<file path="config.mk">
export PLATFORM = sky130hd
export DESIGN_NAME = aes_test_sequencer
export DESIGN_NICKNAME = d
export VERILOG_FILES = /design/src/rtl/aes_test_sequencer.sv
export SDC_FILE = /design/constraint.sdc
export NUM_CORES = 1
export LEC_CHECK = 0
export ABC_AREA = 1
export BUFFER_PORTS_ARGS = -buffer_cell sky130_fd_sc_hd__buf_2
export CAP_MARGIN = 10
export CORE_UTILIZATION = 25
export DETAILED_ROUTE_END_ITERATION = 12
export MAX_ROUTING_LAYER = met4
export PLACE_DENSITY = 0.5
export SLEW_MARGIN = 25
export SYNTH_ARGS = -nofsm -noshare
export SYNTH_HDL_FRONTEND = slang
export SYNTH_SLANG_ARGS = --single-unit
</file>
<file path="constraint.sdc">
create_clock -name clk -period 3.6 [get_ports clk]
set_clock_uncertainty 0.15 [all_clocks]
set_input_delay 0 -clock clk [delete_from_list [all_inputs] [get_ports clk]]
set_output_delay 0 -clock clk [all_outputs]
set_load 0.01 [all_outputs]
</file>
<file path="src/rtl/aes_test_sequencer.sv">
// Purpose: run controller for the AES platform; turns UART command bytes into datapath work/enc.
// Latency: all outputs registered; a command takes effect on the edge that samples cmd_valid.
// Backpressure: none; every strobed byte is consumed; the datapath is throttled only by work.
module aes_test_sequencer #(
    parameter int BATCH      = 1000,
    parameter int GAP_CYCLES = 64,
    parameter int CNT_W      = 32
) (
    input  logic             clk,
    input  logic             rst,
    input  logic [7:0]       cmd_data,
    input  logic             cmd_valid,
    input  logic [CNT_W-1:0] total,
    output logic             work,
    output logic             enc,
    output logic             busy,
    output logic             auto_mode,
    output logic             phase_done
);

    // Controller states
    localparam logic [1:0] ST_IDLE = 2'd0;
    localparam logic [1:0] ST_RUN  = 2'd1;
    localparam logic [1:0] ST_GAP  = 2'd2;

    // Command bytes
    localparam logic [7:0] CMD_E = 8'h45;
    localparam logic [7:0] CMD_D = 8'h44;
    localparam logic [7:0] CMD_A = 8'h41;
    localparam logic [7:0] CMD_S = 8'h53;

    // Gap counter loads GAP_CYCLES-1 on entry and leaves GAP on the edge after it reaches zero,
    // which keeps work low for exactly GAP_CYCLES cycles.
    localparam int                GAP_W     = (GAP_CYCLES > 1) ? $clog2(GAP_CYCLES) : 1;
    localparam logic [GAP_W-1:0]  GAP_LOAD  = GAP_W'(GAP_CYCLES - 1);
    localparam logic [CNT_W-1:0]  BATCH_CNT = CNT_W'(BATCH);

    // Registered state
    logic [1:0]       state;
    logic             run_dir;
    logic             run_auto;
    logic             pend_stop;
    logic             pend_auto;
    logic             pend_dir;
    logic [GAP_W-1:0] gap_cnt;
    logic [CNT_W-1:0] base;

    // Next-state values
    logic [1:0]       state_nxt;
    logic             work_nxt;
    logic             enc_nxt;
    logic             busy_nxt;
    logic             auto_mode_nxt;
    logic             phase_done_nxt;
    logic             run_dir_nxt;
    logic             run_auto_nxt;
    logic             pend_stop_nxt;
    logic             pend_auto_nxt;
    logic             pend_dir_nxt;
    logic [GAP_W-1:0] gap_cnt_nxt;
    logic [CNT_W-1:0] base_nxt;

    // Command decode
    logic cmd_e;
    logic cmd_d;
    logic cmd_a;
    logic cmd_s;
    logic cmd_any;
    logic cmd_start;
    logic cmd_dir;
    logic cmd_same;
    logic cmd_switch;

    assign cmd_e     = cmd_valid && (cmd_data == CMD_E);
    assign cmd_d     = cmd_valid && (cmd_data == CMD_D);
    assign cmd_a     = cmd_valid && (cmd_data == CMD_A);
    assign cmd_s     = cmd_valid && (cmd_data == CMD_S);
    assign cmd_any   = cmd_e | cmd_d | cmd_a | cmd_s;
    assign cmd_start = cmd_e | cmd_d | cmd_a;
    // Auto mode always opens with encrypt; 'S' carries no direction.
    assign cmd_dir   = cmd_e | cmd_a;

    // A command repeating the current mode is a no-op while running.
    assign cmd_same   = (cmd_e && !run_auto &&  run_dir) ||
                        (cmd_d && !run_auto && !run_dir) ||
                        (cmd_a &&  run_auto);
    assign cmd_switch = cmd_any && !cmd_same;

    // Batch progress; modular subtraction makes a wrap of total transparent.
    logic [CNT_W-1:0] batch_cnt;
    logic             batch_end;

    assign batch_cnt = total - base;
    assign batch_end = run_auto && (batch_cnt >= BATCH_CNT);

    // Pending seen by the gap: a command arriving this cycle replaces the stored one.
    logic eff_stop;
    logic eff_auto;
    logic eff_dir;

    assign eff_stop = cmd_any ? cmd_s   : pend_stop;
    assign eff_auto = cmd_any ? cmd_a   : pend_auto;
    assign eff_dir  = cmd_any ? cmd_dir : pend_dir;

    // Next-state and output decisions for the IDLE/RUN/GAP controller
    always_comb begin
        state_nxt      = state;
        work_nxt       = work;
        enc_nxt        = enc;
        busy_nxt       = busy;
        auto_mode_nxt  = auto_mode;
        phase_done_nxt = 1'b0;
        run_dir_nxt    = run_dir;
        run_auto_nxt   = run_auto;
        pend_stop_nxt  = pend_stop;
        pend_auto_nxt  = pend_auto;
        pend_dir_nxt   = pend_dir;
        gap_cnt_nxt    = gap_cnt;
        base_nxt       = base;

        case (state)
            ST_IDLE: begin
                // No drain needed from idle: the datapath is already stopped.
                if (cmd_start) begin
                    state_nxt     = ST_RUN;
                    work_nxt      = 1'b1;
                    busy_nxt      = 1'b1;
                    enc_nxt       = cmd_dir;
                    run_dir_nxt   = cmd_dir;
                    run_auto_nxt  = cmd_a;
                    auto_mode_nxt = cmd_a;
                    base_nxt      = total;
                end
            end

            ST_RUN: begin
                // The batch pulse fires even when a command pre-empts the auto turnaround.
                phase_done_nxt = batch_end;
                if (cmd_switch || batch_end) begin
                    state_nxt   = ST_GAP;
                    work_nxt    = 1'b0;
                    gap_cnt_nxt = GAP_LOAD;
                    if (cmd_switch) begin
                        pend_stop_nxt = cmd_s;
                        pend_auto_nxt = cmd_a;
                        pend_dir_nxt  = cmd_dir;
                    end else begin
                        pend_stop_nxt = 1'b0;
                        pend_auto_nxt = 1'b1;
                        pend_dir_nxt  = ~run_dir;
                    end
                end
            end

            ST_GAP: begin
                // enc is left alone here so it only ever changes while work is low
                // and becomes visible together with the rising work.
                if (gap_cnt == '0) begin
                    if (eff_stop) begin
                        state_nxt     = ST_IDLE;
                        busy_nxt      = 1'b0;
                        auto_mode_nxt = 1'b0;
                        run_auto_nxt  = 1'b0;
                    end else begin
                        state_nxt     = ST_RUN;
                        work_nxt      = 1'b1;
                        enc_nxt       = eff_dir;
                        run_dir_nxt   = eff_dir;
                        run_auto_nxt  = eff_auto;
                        auto_mode_nxt = eff_auto;
                        base_nxt      = total;
                    end
                    pend_stop_nxt = 1'b0;
                    pend_auto_nxt = 1'b0;
                    pend_dir_nxt  = 1'b0;
                end else begin
                    gap_cnt_nxt   = gap_cnt - GAP_W'(1);
                    pend_stop_nxt = eff_stop;
                    pend_auto_nxt = eff_auto;
                    pend_dir_nxt  = eff_dir;
                end
            end

            default: begin
                state_nxt = ST_IDLE;
                work_nxt  = 1'b0;
                busy_nxt  = 1'b0;
            end
        endcase
    end

    // State and output registers; reset drops any run and pending command at once
    always_ff @(posedge clk or posedge rst) begin
        if (rst) begin
            state      <= ST_IDLE;
            work       <= 1'b0;
            enc        <= 1'b1;
            busy       <= 1'b0;
            auto_mode  <= 1'b0;
            phase_done <= 1'b0;
            run_dir    <= 1'b1;
            run_auto   <= 1'b0;
            pend_stop  <= 1'b0;
            pend_auto  <= 1'b0;
            pend_dir   <= 1'b0;
            gap_cnt    <= '0;
            base       <= '0;
        end else begin
            state      <= state_nxt;
            work       <= work_nxt;
            enc        <= enc_nxt;
            busy       <= busy_nxt;
            auto_mode  <= auto_mode_nxt;
            phase_done <= phase_done_nxt;
            run_dir    <= run_dir_nxt;
            run_auto   <= run_auto_nxt;
            pend_stop  <= pend_stop_nxt;
            pend_auto  <= pend_auto_nxt;
            pend_dir   <= pend_dir_nxt;
            gap_cnt    <= gap_cnt_nxt;
            base       <= base_nxt;
        end
    end

endmodule

</file>
==> impl_metrics.csv <==
group,metric,value,unit
status,status,"finished, final reports clean",
setup_path,worst_setup_path_end_kind,"flip-flop",
die,die_x,141,um
place,port_buffers,47,
sta,worstMarginPinSlew,0.596,ns
sta,fin_crit,3.20,ns
logic_synthesis,synth_nets,923,
flow_run,cap_violations,0,
logic_synthesis,synth_top_family_by_area,"simple AND/OR/NAND/NOR gates",
power_and_ir_drop,comb_power_share,0.684,
logic_synthesis,netlist_area,4850,um2
sta,rsz0062_at_grt,"no",
global_routing,grt_usage,0.143,
setup_path,worst_path_max_delay_cell,"dlygate4sd3_1",
sta,whs,0.0299,ns
logic_synthesis,ys_ff_latch,48,
route,wl,13.0,mm
global_routing,antenna_found_initial,0,
die,start_util,0.257,
power_and_ir_drop,power_density,801,nW/um2
route,vias,4995,
power_and_ir_drop,p_leak,3.50,nW
logic_synthesis,synth_mux_area_frac,0.00206,
logic_synthesis,ys_seq_area_frac,0.248,
worst_hold_path,min_path_type,"input port to flip-flop",
cells_and_area,num-fill-cells,2194,
clock_tree,root_buffer,"clkbuf_16",
global_routing,grt_start_max_net_pins,61,
logic_synthesis,synth_fa_ha_area_frac,0.0892,
sta,slew-limit-headroom,0.603,
global_routing,overflow,0,
clock_tree,clk_latency,0.30,ns
cells_and_area,fin_nets,1007,
route,via_per_inst,4.19,
clock_tree,cts_num_sinks,48,
power_and_ir_drop,p_int,2.29,mW
die,dieArea,20000,um2
setup_path,critical_path.top_delay_family,"simple AND/OR/NAND/NOR gates",
logic_synthesis,synth-xor-area-share,0.0144,
sta,post-route-period-util,0.889,
setup_path,cp.arrival,3.25,ns
cells_and_area,antennaDiodeCount,0,
die,coreArea,18900,um2
clock_tree,h-tree-depth,2,
route,first_iter_violations,268,
logic_synthesis,netlist_instances,846,
die,rows,50,
place,place_hpwl,10.7,mm
power_and_ir_drop,vdd_drop_max,0.446,mV
logic_synthesis,yosysTopAreaCell,"dfrtp_1",
sta,fmax,0.312,GHz
clock_tree,cts_resized,0,
logic_synthesis,avgSynthCellArea,5.74,um2
setup_path,cp_num_buf_inv,4,
sta,finalSetupViolations,0,
setup_path,startpoint_type,"input port",
clock_tree,cts_made_buffers,5,
power_and_ir_drop,switching_share,0.517,
logic_synthesis,ys_types,33,
cells_and_area,final_util,0.313,
die,die_y,141,um
route,drcViolationCount,0,
global_routing,grt_pass1_wl,22.1,mm
logic_synthesis,synth-simple-area-share,0.408,
setup_path,criticalPathCategory,"input port to flip-flop",
setup_path,critical-path-max-stage-delay,0.53,ns
place,place_congestion,0.859,
global_routing,grt_pass1_vias,4640,
logic_synthesis,synth_compound_area_frac,0.0812,
route,wl_per_cell,11.0,um
cells_and_area,syn2layout_area_growth,21.9,%
setup_path,crit_required,3.64,ns
logic_synthesis,synth_top_area_share,0.242,
logic_synthesis,yosys_warnings,0,
cells_and_area,drive_above_1_share,0.0827,
clock_tree,cts_max_path_buffers,2,
sta,final-max-slew-violation-count,0,
setup_path,crit_top_cell,"nand2_1",
die,ios,48,
setup_path,worstPathMaxFanout,8,
logic_synthesis,synth_area_leaders,"dfrtp_1, nand2_1, inv_1, ha_1, nor2_1",
power_and_ir_drop,p_sw,2.45,mW
power_and_ir_drop,p_clk_frac,0.123,
power_and_ir_drop,fin_total_pwr,4.74,mW
route,first_pass_iters,5,
route,ant_nets,0,
sta,hold_viol_final,0,
sta,fin_tns_setup,0,ns
clock_tree,clk_pin_slew,0.07,ns
clock_tree,cts_tree,"done",
power_and_ir_drop,seq_power_share,0.193,
## tightest hold or removal path: cells and delay by family
family | cells | cell delay (ns)
and+or+nand+nor | 4 | 0.27
AOI/OAI and AO/OA | 1 | 0.10
buffers and inverters | 1 | 0.08
## routing by layer
metal | GRT usage | wire length, um
met3 | 0.0138 | 318
met2 | 0.233 | 5910
met5 | - | 0
met1 | 0.190 | 6680
met4 | 0.0378 | 137
## sequential cells by signal, indices dropped and copies added (netlist names)
signal      count
base           32
busy            1
gap_cnt         6
pend_auto       1
pend_dir        1
pend_stop       1
phase_done      1
run_auto        1
run_dir         1
state           2
work            1
## per-stage QoR
step	instance area, um2	setup slack [ns]	std cells
detailed placement	5400	0.439	1149
global route	5920	0.0430	1191
finish	5920	0.399	1191
global placement	5400	0.493	1149
floorplan	4850	1.06	846
CTS	5920	0.370	1191
## cell families after synthesis
| group | after synthesis |
|---|---|
| and+or+nand+nor | 480 |
| xor gates and xnor gates | 8 |
| muxes | 1 |
| DFF | 48 |
| AOI/OAI and AO/OA | 75 |
| adders and majority gates | 34 |
| buffers and inverters | 200 |
## layout make-up
| type | instances | area, um2 | share of cell area |
|---|---|---|---|
| repair buffers | 83 | 591 | 0.0998 |
| well taps | 260 | 325 | 0.0550 |
| clock inverters | 2 | 38.8 | 0.00656 |
| clock buffers | 6 | 139 | 0.0235 |
| multi-input cells | 598 | 2890 | 0.489 |
| flip-flops and latches | 48 | 1200 | 0.203 |
| inverters | 194 | 728 | 0.123 |
## layout by cell type (no fill, tap or decap), types with 5 or more instances in the layout
cell and count:
o21ai_0 8, nand3b_1 6, clkbuf_16 5, dlygate4sd3_1 34, buf_2 47, nand4_1 10
ha_1 33, xnor2_1 5, nand2_2 5, a21oi_1 58, nand3_1 48, inv_1 191
dfrtp_1 47, nor3_1 9, nand2_1 295, nor2_1 94
## synth_stat cells, drive strengths merged
cell type and number:
buf 6, nand3 49, dfrtp 47, a21oi 58
a31oi 2, nor3 10, o21ai 8, nor2 98
or2 5, mux2i 1, inv 194, fa 1
nand2 301, a22oi 1, o21bai 3, o22ai 1
xor2 3, nand3b 6, nand4 10, and2 1
xnor2 5, dfstp 1, a21o 1, ha 33
o31ai 1
## power by group through the flow
| stage | clock network (mW) | logic (mW) | registers, mW |
|---|---|---|---|
| 6_report | 0.582 | 3.24 | 0.915 |
| 5_1_grt | 0.621 | 3.77 | 0.943 |
| 4_1_cts | 0.604 | 3.27 | 0.917 |
| 3_5_place_dp | 0 | 3.22 | 0.925 |
| 3_3_place_gp | 0 | 3.22 | 0.924 |
| 2_1_floorplan | 0 | 2.50 | 0.909 |
## timing repair
action                                 4_1_cts  5_1_grt
hold buffers                                34        0
setup endpoints to repair                    0        0
setup buffers                                0        0
endpoints found under the hold margin       46        0
## path summary, 6_finish.rpt
path,startpoint,endpoint,slack [ns],cells past startpoint
worst max-delay path,total[0],pend_dir,0.40,26
worst min-delay path,cmd_data[7],pend_stop,0.03,6
worst max register to register,base[0],pend_dir,0.45,23
worst min register to register,work,work,0.34,2
max in group asynchronous,rst,base[29],2.46,4
min in group asynchronous,rst,base[0],0.05,3
Power figures use the tool's default switching activity.
